===== src/rtl/alu_arbiter_if.sv =====
// Request/response bundle between the two requesting units and alu_arbiter.
// Port 0 and port 1 share one bus: bit i of every 2-bit vector belongs to port i.
interface alu_arbiter_if #(
  parameter int WIDTH = 32
);
  logic [1:0]       req_valid;
  logic [1:0]       req_ready;
  logic [WIDTH-1:0] req_a0;
  logic [WIDTH-1:0] req_b0;
  logic [WIDTH-1:0] req_a1;
  logic [WIDTH-1:0] req_b1;
  logic [2:0]       req_op0;
  logic [2:0]       req_op1;
  logic [1:0]       rsp_valid;
  logic [1:0]       rsp_ready;
  logic [WIDTH-1:0] rsp_data;
  logic             rsp_err;

  // Requesting units: drive requests, consume responses.
  modport master (
    output req_valid, req_a0, req_b0, req_a1, req_b1, req_op0, req_op1, rsp_ready,
    input  req_ready, rsp_valid, rsp_data, rsp_err
  );

  // Arbiter side.
  modport slave (
    input  req_valid, req_a0, req_b0, req_a1, req_b1, req_op0, req_op1, rsp_ready,
    output req_ready, rsp_valid, rsp_data, rsp_err
  );
endinterface


===== src/rtl/alu_arbiter.sv =====
// Round-robin sharing of one combinational ALU between two requesters.
// Each operation walks IDLE -> EXEC -> RESP; the ALU operands and control are
// registered and only non-zero during EXEC, the result is registered for RESP.
module alu_arbiter #(
  parameter int WIDTH = 32,
  parameter int CNT_W = 16
) (
  input  logic              clk,
  input  logic              reset,
  alu_arbiter_if.slave      bus,
  output logic [WIDTH-1:0]  alu_src_a,
  output logic [WIDTH-1:0]  alu_src_b,
  output logic [2:0]        alu_ctrl,
  input  logic [WIDTH-1:0]  alu_result,
  output logic              busy,
  output logic [CNT_W-1:0]  done_count
);

  typedef enum logic [1:0] {
    IDLE = 2'd0,
    EXEC = 2'd1,
    RESP = 2'd2
  } state_t;

  // Highest legal opcode (slt); 101..111 are illegal.
  localparam logic [2:0] OP_MAX = 3'b100;

  state_t           state;
  state_t           state_next;
  logic             last_grant;
  logic             grant;
  logic             port;
  logic             op_err;
  logic             accept;
  logic             complete;
  logic [WIDTH-1:0] sel_a;
  logic [WIDTH-1:0] sel_b;
  logic [2:0]       sel_op;
  logic [WIDTH-1:0] result_q;
  logic             err_q;

  // Round-robin pick: a lone requester wins, a tie goes to the port not served last.
  always_comb begin
    // NOTE: every signal written in always_comb gets a default first so no path can infer a latch.
    grant = 1'b0;
    unique case (bus.req_valid)
      2'b01:   grant = 1'b0;
      2'b10:   grant = 1'b1;
      2'b11:   grant = ~last_grant;
      default: grant = 1'b0;
    endcase
  end

  assign sel_a  = grant ? bus.req_a1  : bus.req_a0;
  assign sel_b  = grant ? bus.req_b1  : bus.req_b0;
  assign sel_op = grant ? bus.req_op1 : bus.req_op0;

  // Reset dominates a coincident request: no handshake is offered while reset is high.
  assign accept   = (state == IDLE) && !reset && (bus.req_valid != 2'b00);
  assign complete = (state == RESP) && bus.rsp_ready[port];
  assign busy     = (state != IDLE);

  // State register.
  always_ff @(posedge clk) begin
    // NOTE: sequential state uses non-blocking assignments so every flop samples pre-edge values.
    if (reset) state <= IDLE;
    else       state <= state_next;
  end

  // Next-state logic and handshake outputs.
  always_comb begin
    state_next    = state;
    bus.req_ready = 2'b00;
    bus.rsp_valid = 2'b00;
    unique case (state)
      IDLE: begin
        if (accept) begin
          bus.req_ready[grant] = 1'b1;
          state_next           = EXEC;
        end
      end
      EXEC: state_next = RESP;
      RESP: begin
        bus.rsp_valid[port] = 1'b1;
        if (bus.rsp_ready[port]) state_next = IDLE;
      end
      default: state_next = IDLE;
    endcase
  end

  // Request latch, ALU drive, result capture and completion counter.
  always_ff @(posedge clk) begin
    // NOTE: all data registers are reset because their reset values are visible on the outputs.
    if (reset) begin
      last_grant <= 1'b1;
      port       <= 1'b0;
      op_err     <= 1'b0;
      alu_src_a  <= '0;
      alu_src_b  <= '0;
      alu_ctrl   <= 3'b000;
      result_q   <= '0;
      err_q      <= 1'b0;
      done_count <= '0;
    end else begin
      if (accept) begin
        last_grant <= grant;
        port       <= grant;
        op_err     <= (sel_op > OP_MAX);
        alu_src_a  <= sel_a;
        alu_src_b  <= sel_b;
        // An illegal opcode is presented to the ALU as a harmless add.
        alu_ctrl   <= (sel_op > OP_MAX) ? 3'b000 : sel_op;
      end
      if (state == EXEC) begin
        result_q  <= op_err ? '0 : alu_result;
        err_q     <= op_err;
        alu_src_a <= '0;
        alu_src_b <= '0;
        alu_ctrl  <= 3'b000;
      end
      if (complete && (done_count != '1)) begin
        done_count <= done_count + CNT_W'(1);
      end
    end
  end

  assign bus.rsp_data = result_q;
  assign bus.rsp_err  = err_q;

endmodule


===== src/flat_wrapper.sv =====
// flat-port wrapper written by rule: the top's interface ports become plain ports
module alu_arbiter_flat 
#(
  parameter int WIDTH = 32,
  parameter int CNT_W = 16
)
  (clk, reset, alu_src_a, alu_src_b, alu_ctrl, alu_result, busy, done_count, bus_req_valid, bus_req_a0, bus_req_b0, bus_req_a1, bus_req_b1, bus_req_op0, bus_req_op1, bus_rsp_ready, bus_req_ready, bus_rsp_valid, bus_rsp_data, bus_rsp_err);
  alu_arbiter_if #(.WIDTH(WIDTH)) bus_i ();
  input  logic clk;
  input  logic reset;
  output logic [WIDTH-1:0] alu_src_a;
  output logic [WIDTH-1:0] alu_src_b;
  output logic [2:0] alu_ctrl;
  input  logic [WIDTH-1:0] alu_result;
  output logic busy;
  output logic [CNT_W-1:0] done_count;
  input wire logic [$bits(bus_i.req_valid)-1:0] bus_req_valid;
  input wire logic [$bits(bus_i.req_a0)-1:0] bus_req_a0;
  input wire logic [$bits(bus_i.req_b0)-1:0] bus_req_b0;
  input wire logic [$bits(bus_i.req_a1)-1:0] bus_req_a1;
  input wire logic [$bits(bus_i.req_b1)-1:0] bus_req_b1;
  input wire logic [$bits(bus_i.req_op0)-1:0] bus_req_op0;
  input wire logic [$bits(bus_i.req_op1)-1:0] bus_req_op1;
  input wire logic [$bits(bus_i.rsp_ready)-1:0] bus_rsp_ready;
  output wire logic [$bits(bus_i.req_ready)-1:0] bus_req_ready;
  output wire logic [$bits(bus_i.rsp_valid)-1:0] bus_rsp_valid;
  output wire logic [$bits(bus_i.rsp_data)-1:0] bus_rsp_data;
  output wire logic [$bits(bus_i.rsp_err)-1:0] bus_rsp_err;
  assign bus_i.req_valid = bus_req_valid;
  assign bus_i.req_a0 = bus_req_a0;
  assign bus_i.req_b0 = bus_req_b0;
  assign bus_i.req_a1 = bus_req_a1;
  assign bus_i.req_b1 = bus_req_b1;
  assign bus_i.req_op0 = bus_req_op0;
  assign bus_i.req_op1 = bus_req_op1;
  assign bus_i.rsp_ready = bus_rsp_ready;
  assign bus_req_ready = bus_i.req_ready;
  assign bus_rsp_valid = bus_i.rsp_valid;
  assign bus_rsp_data = bus_i.rsp_data;
  assign bus_rsp_err = bus_i.rsp_err;
  alu_arbiter #(.WIDTH(WIDTH), .CNT_W(CNT_W)) u_core (.clk(clk), .reset(reset), .bus(bus_i), .alu_src_a(alu_src_a), .alu_src_b(alu_src_b), .alu_ctrl(alu_ctrl), .alu_result(alu_result), .busy(busy), .done_count(done_count));
endmodule

===== config.mk =====
export PLATFORM = sky130hd
export DESIGN_NAME = alu_arbiter_flat
export DESIGN_NICKNAME = d
export VERILOG_FILES = /design/src/rtl/alu_arbiter_if.sv /design/src/rtl/alu_arbiter.sv /design/src/flat_wrapper.sv
export SDC_FILE = /design/constraint.sdc
export NUM_CORES = 1
export LEC_CHECK = 0
export CORE_MARGIN = 2
export CORE_UTILIZATION = 34
export DETAILED_ROUTE_END_ITERATION = 10
export PLACE_DENSITY_LB_ADDON = 0.12
export SYNTH_ARGS = -nofsm -noshare
export SYNTH_HDL_FRONTEND = slang
export SYNTH_SLANG_ARGS = --single-unit

===== constraint.sdc =====
create_clock -name clk -period 1.9 [get_ports clk]
set_input_delay 0.38 -clock clk [delete_from_list [all_inputs] [get_ports clk]]
set_output_delay 0.38 -clock clk [all_outputs]
set_load 0.05 [all_outputs]

After elaboration in Yosys (flattened, before gate mapping) --
Index checks and enable logic that the tools add are counted.
Storage, ports and cells: output and inout bits 121, register bits after elaboration 121, input bits 172
Cells by class: equal/unequal tests 7, $lt $le $gt $ge 5, $add $sub $neg 1, bitwise logic cells 1, reduce and logical (&&, ||, !) cells 12, mux-type cells 18
Operators with widths (count):
- 32-bit two-way mux | 3
- 16-bit by 1-bit adder with 16-bit output (second input constant) | 1
- 16-bit inequality test (second input constant) | 1
- 2-bit two-way mux | 5
- 2-bit equality test (second input constant) | 3
- 1-bit logical AND | 6
- 3-bit two-way mux | 2
- 2-bit one-hot mux with 3 select lines | 1
- 1-bit by 2-bit < comparator with 1-bit output (second input constant) | 2
- 1-bit two-way mux | 4
- 2-bit nonzero test | 2
- 3-bit > comparator (second input constant) | 1
- 1-bit demux with 1-bit select | 2
- 2-bit by 1-bit equality test with 1-bit output (second input constant) | 1
- 1-bit >= comparator (second input constant) | 2
- 2-bit zero test | 1
- 2-bit by 1-bit inequality test with 1-bit output (second input constant) | 1
- 2-bit inequality test (second input constant) | 1
- 1-bit one-hot mux with 2 select lines | 1
- 2-bit AND reduction | 1
- 2-bit OR reduction | 1
- 1-bit zero test | 1
- 1-bit inverter | 1

Logic depth before layout (Yosys ltp) --
depth in word-level cells 8, depth in mapped cells 6, depth with buffers taken out 5

Least setup slack after synthesis --
Ideal clock, no wire load.
kind register -> output, start reg u_core.state[1], end out bus_req_ready[0], required time 1.520 ns, cell stages (with the launch flop) 4, path slack -0.963 ns, data arrival time 2.483 ns, path through dfxtp_1 > or2_0 > clkbuf_1 > nor4_1
On the way: longest elaborated chain between the ends 5
RTL lines:
- start, declared | line alu_arbiter.sv:28 | state_t state;
- start signal, assigned | line alu_arbiter.sv:67 | else state <= state_next;
- 2-bit zero test * | line alu_arbiter.sv:59, alu_arbiter.sv:75
- 1-bit logical AND (2 in a row) | line alu_arbiter.sv:59 | assign accept = (state == IDLE) && !reset && (bus.req_valid != 2'b00);
- 2-bit two-way mux | line alu_arbiter.sv:77 | if (accept) begin
- 2-bit two-way mux * | line alu_arbiter.sv:75 | unique case (state)
- end, declared | line flat_wrapper.sv:25 | output wire logic [$bits(bus_i.req_ready)-1:0] bus_req_ready;
Mark *: on every way between the ends. The rest lies on a longest branch, timed or not.

Worst setup path after layout --
start reg u_core.state[0], end out bus_req_ready[0]
Same word-level chain as after synthesis.

==> metrics.cfg <==
[sta]
tightestPinTransition_ps = 770
final-setup-viol-count = 1
rsz0062_at_grt = true
finalCritPeriodShare = 1.01
max_clock_freq_ghz = 0.519
relSlewSlack = 0.484
final_max_slew_viol_count = 0
fin_tns_setup_ps = -25.5
setup_slack_ps = -25.5
final_hold_viol_count = 0
finClkSkew_ps = 5.43
post-route-min-period_ps = 1930

[floorplanning]
die_w_um = 126
dieArea_um2 = 15800
core-area_um2 = 14500
ioPinCount = 293
num_rows = 44
initial_core_util = 0.347
fp.dieH_um = 126

[finish]
mostFrequentLayoutCells = clkdlybuf4s50_1 (168), dfxtp_1 (106), buf_4 (79), nor2_1 (77), dlygate4sd2_1 (69)
fillers = 1252
layout_commonest_cell = clkdlybuf4s50_1
stdcell_count = 1015
layout-drive-gt1-share = 0.196
n_antenna_cell = 0
fin_nets = 991
area_growth_syn_to_layout_pct = 78.8
design_area_um2 = 8990
utilization = 0.621

[route]
wire_per_inst_um = 15.8
num_vias = 5094
drc = 0
vias_per_cell = 5.02
initialDrtViolationCount = 212
drtAntennaViolNets = 0
wl_um = 16100
dr.pass1.iters = 4

[yosys]
synth_edf_count = 0
ys_ff_latch = 121
synthTopCellsByArea = dfxtp_1 (48%), mux2i_1 (13%), a211oi_1 (10%), nor2_1 (5.7%), a22o_1 (5.6%)
yosysSeqAreaShare = 0.482
syn_avg_cell_area_um2 = 9.88
synthArstFlopShare = 0
syn_inst = 509
yosysTopAreaCell = dfxtp_1
synth_cell_types = 43
synth.top_cell.area_share = 0.482
syn_area_um2 = 5030
synth_warnings = 0
syn-num-nets = 682
synthFlopType = dfxtp_1

[critical_path]
slowest_stage = nor4_4
cp_slowest_stage_delay_ps = 360
crit_family = simple AND/OR/NAND/NOR gates
cp_data_required_time_ps = 1520
path_class = flop to output port
crit_buf_inv = 1
critPathLaunchType = flop
worstReg2RegEnd = u_core.done_count[12]$_SDFFE_PP0P_
cp.arrival_ps = 1550
reg2reg_depth = 5
crit_fanout = 3
end_kind = output port
reg2reg_from = u_core.done_count[0]$_SDFFE_PP0P_
crit_path_cell_trace = or2_4, nor4_4, buf_12
r2r_slack_ps = 130

[pwr]
power_density_nw_per_um2 = 927
p_total_uw = 8330
ir_drop_mv = 0.585
p_leak_uw = 0.00381

[clocking]
clk_latency_ps = 410
cts_root_buf = clkbuf_16
cts.sinks = 121
cts_buffers = 17
max-clock-path-buffers = 2
clkTransAtPathRegs_ps = 50
htree_levels = 4
cts_hold_buf = 0
tritoncts = built

[min_path]
whs_path_depth = 2
min_to = u_core.bus.rsp_err$_SDFFE_PP0P_
hp-start = reset
hp-class = primary input to flop

[grt]
grt_first_pass_wirelength_um = 25000
grt_usage = 0.198
grt_max_degree = 42
antenna_found_initial = 0
grt_overflow = 0
first_global_vias = 5043

[placed_design]
gp_congestion = 0.808
place_area_um2 = 8370
dp_hpwl_um = 12400
port_buffers = 292
place_inst = 978

[outcome]
violations = setup timing
run_status = finished, violations left

[run]
max_cap_viol_count = 0

[cells in the mapped netlist, types with 2 or more instances]
cell type	count
and3_1	2
nor2_1	77
or4_1	3
a31oi_1	3
nand2_1	6
nand4_1	7
a211oi_1	67
nor4_1	2
buf_2	21
nor2b_1	5
nand3_1	7
nor3_1	3
clkbuf_1	19
dfxtp_1	121
mux2_2	4
o21ai_0	11
and4_1	2
nor3b_1	2
buf_1	2
mux2i_1	66
nand2b_1	2
a21oi_1	15
a22o_1	32
o31ai_1	3
nand3b_1	2
or3_1	7
o221a_2	2
[metal layers]
layer  vias up  GRT usage  wire length, um
li1       2526          -                -
met1      2351      0.211             6260
met2       192      0.353             8140
met3        25     0.0783             1380
met4         0     0.0752              287
met5         -          0                0
[sequential cells by signal (all words and copies together), names as in the netlist]
| signal | flops |
|---|---|
| u_core.alu_src_b | 32 |
| u_core.last_grant | 1 |
| u_core.op_err | 1 |
| u_core.alu_src_a | 32 |
| u_core.alu_ctrl | 3 |
| u_core.done_count | 16 |
| u_core.bus.rsp_err | 1 |
| u_core.bus.rsp_data | 32 |
| u_core.state | 2 |
| u_core.port | 1 |
[how the worst max path moves through the flow]
| stage | start | endpoint | slack (ps) | cells after the start |
|---|---|---|---|---|
| 5_1_grt | u_core.state[0]$_SDFFE_PP0P_ | bus_req_ready[0] | -80 | 3 |
| 3_5_place_dp | reset | u_core.bus.rsp_data[21]$_SDFFE_PP0P_ | -430 | 3 |
| 2_1_floorplan | u_core.done_count[12]$_SDFFE_PP0P_ | u_core.done_count[0]$_SDFFE_PP0P_ | 10 | 5 |
| 6_report | u_core.state[0]$_SDFFE_PP0P_ | bus_req_ready[0] | -30 | 3 |
| 4_1_cts | u_core.state[0]$_SDFFE_PP0P_ | bus_req_ready[0] | -70 | 3 |
| 3_3_place_gp | bus_rsp_ready[1] | u_core.done_count[7]$_SDFFE_PP0P_ | -330 | 5 |
[through the flow]
| step | setup WS [ps] | hold slack, ps |
|---|---|---|
| final | -25.5 | 462 |
| after global routing | -77.7 | 485 |
| after CTS | -72.1 | 445 |
| after detailed placement | -427 | 463 |
| after global placement | -329 | 460 |
| after floorplan | 12.5 | 469 |
[timing repair]
item / in CTS / in global routing
setup endpoints to repair: 77 / 5
hold endpoints to repair: 0 / 0
buffers inserted: 4 / 1
resized for setup: 76 / 4
pin swaps: 3 / 0
gates cloned: 0 / 0
[kinds of logic (layout without fill, tap and decap cells)]
family | count (synthesis) | after routing | synth area share
fa+ha+maj | 1 | 1 | 0.00249
flops | 121 | 121 | 0.482
compound gates | 137 | 137 | 0.201
buf+inv | 43 | 365 | 0.0373
mux | 70 | 70 | 0.140
simple gates | 137 | 137 | 0.137
[area by class of cell]
class / instances / area (um^2) / share of cell area
timing repair buffer: 332 / 3190 / 0.355
multi-input combinational: 345 / 2480 / 0.276
sequential: 121 / 2440 / 0.272
clock buffer: 18 / 439 / 0.0489
tap: 184 / 230 / 0.0256
clock inverter: 14 / 199 / 0.0221
inverter: 1 / 3.75 / 0.000418
[power by group]
| group | switching, uW | internal, uW | leakage [uW] |
|---|---|---|---|
| combinational | 1200 | 883 | 0.00252 |
| clock | 1180 | 2230 | 0.000298 |
| sequential | 98.7 | 2730 | 0.000995 |
| total | 2480 | 5840 | 0.00381 |
(Power assumes the default switching activity.)
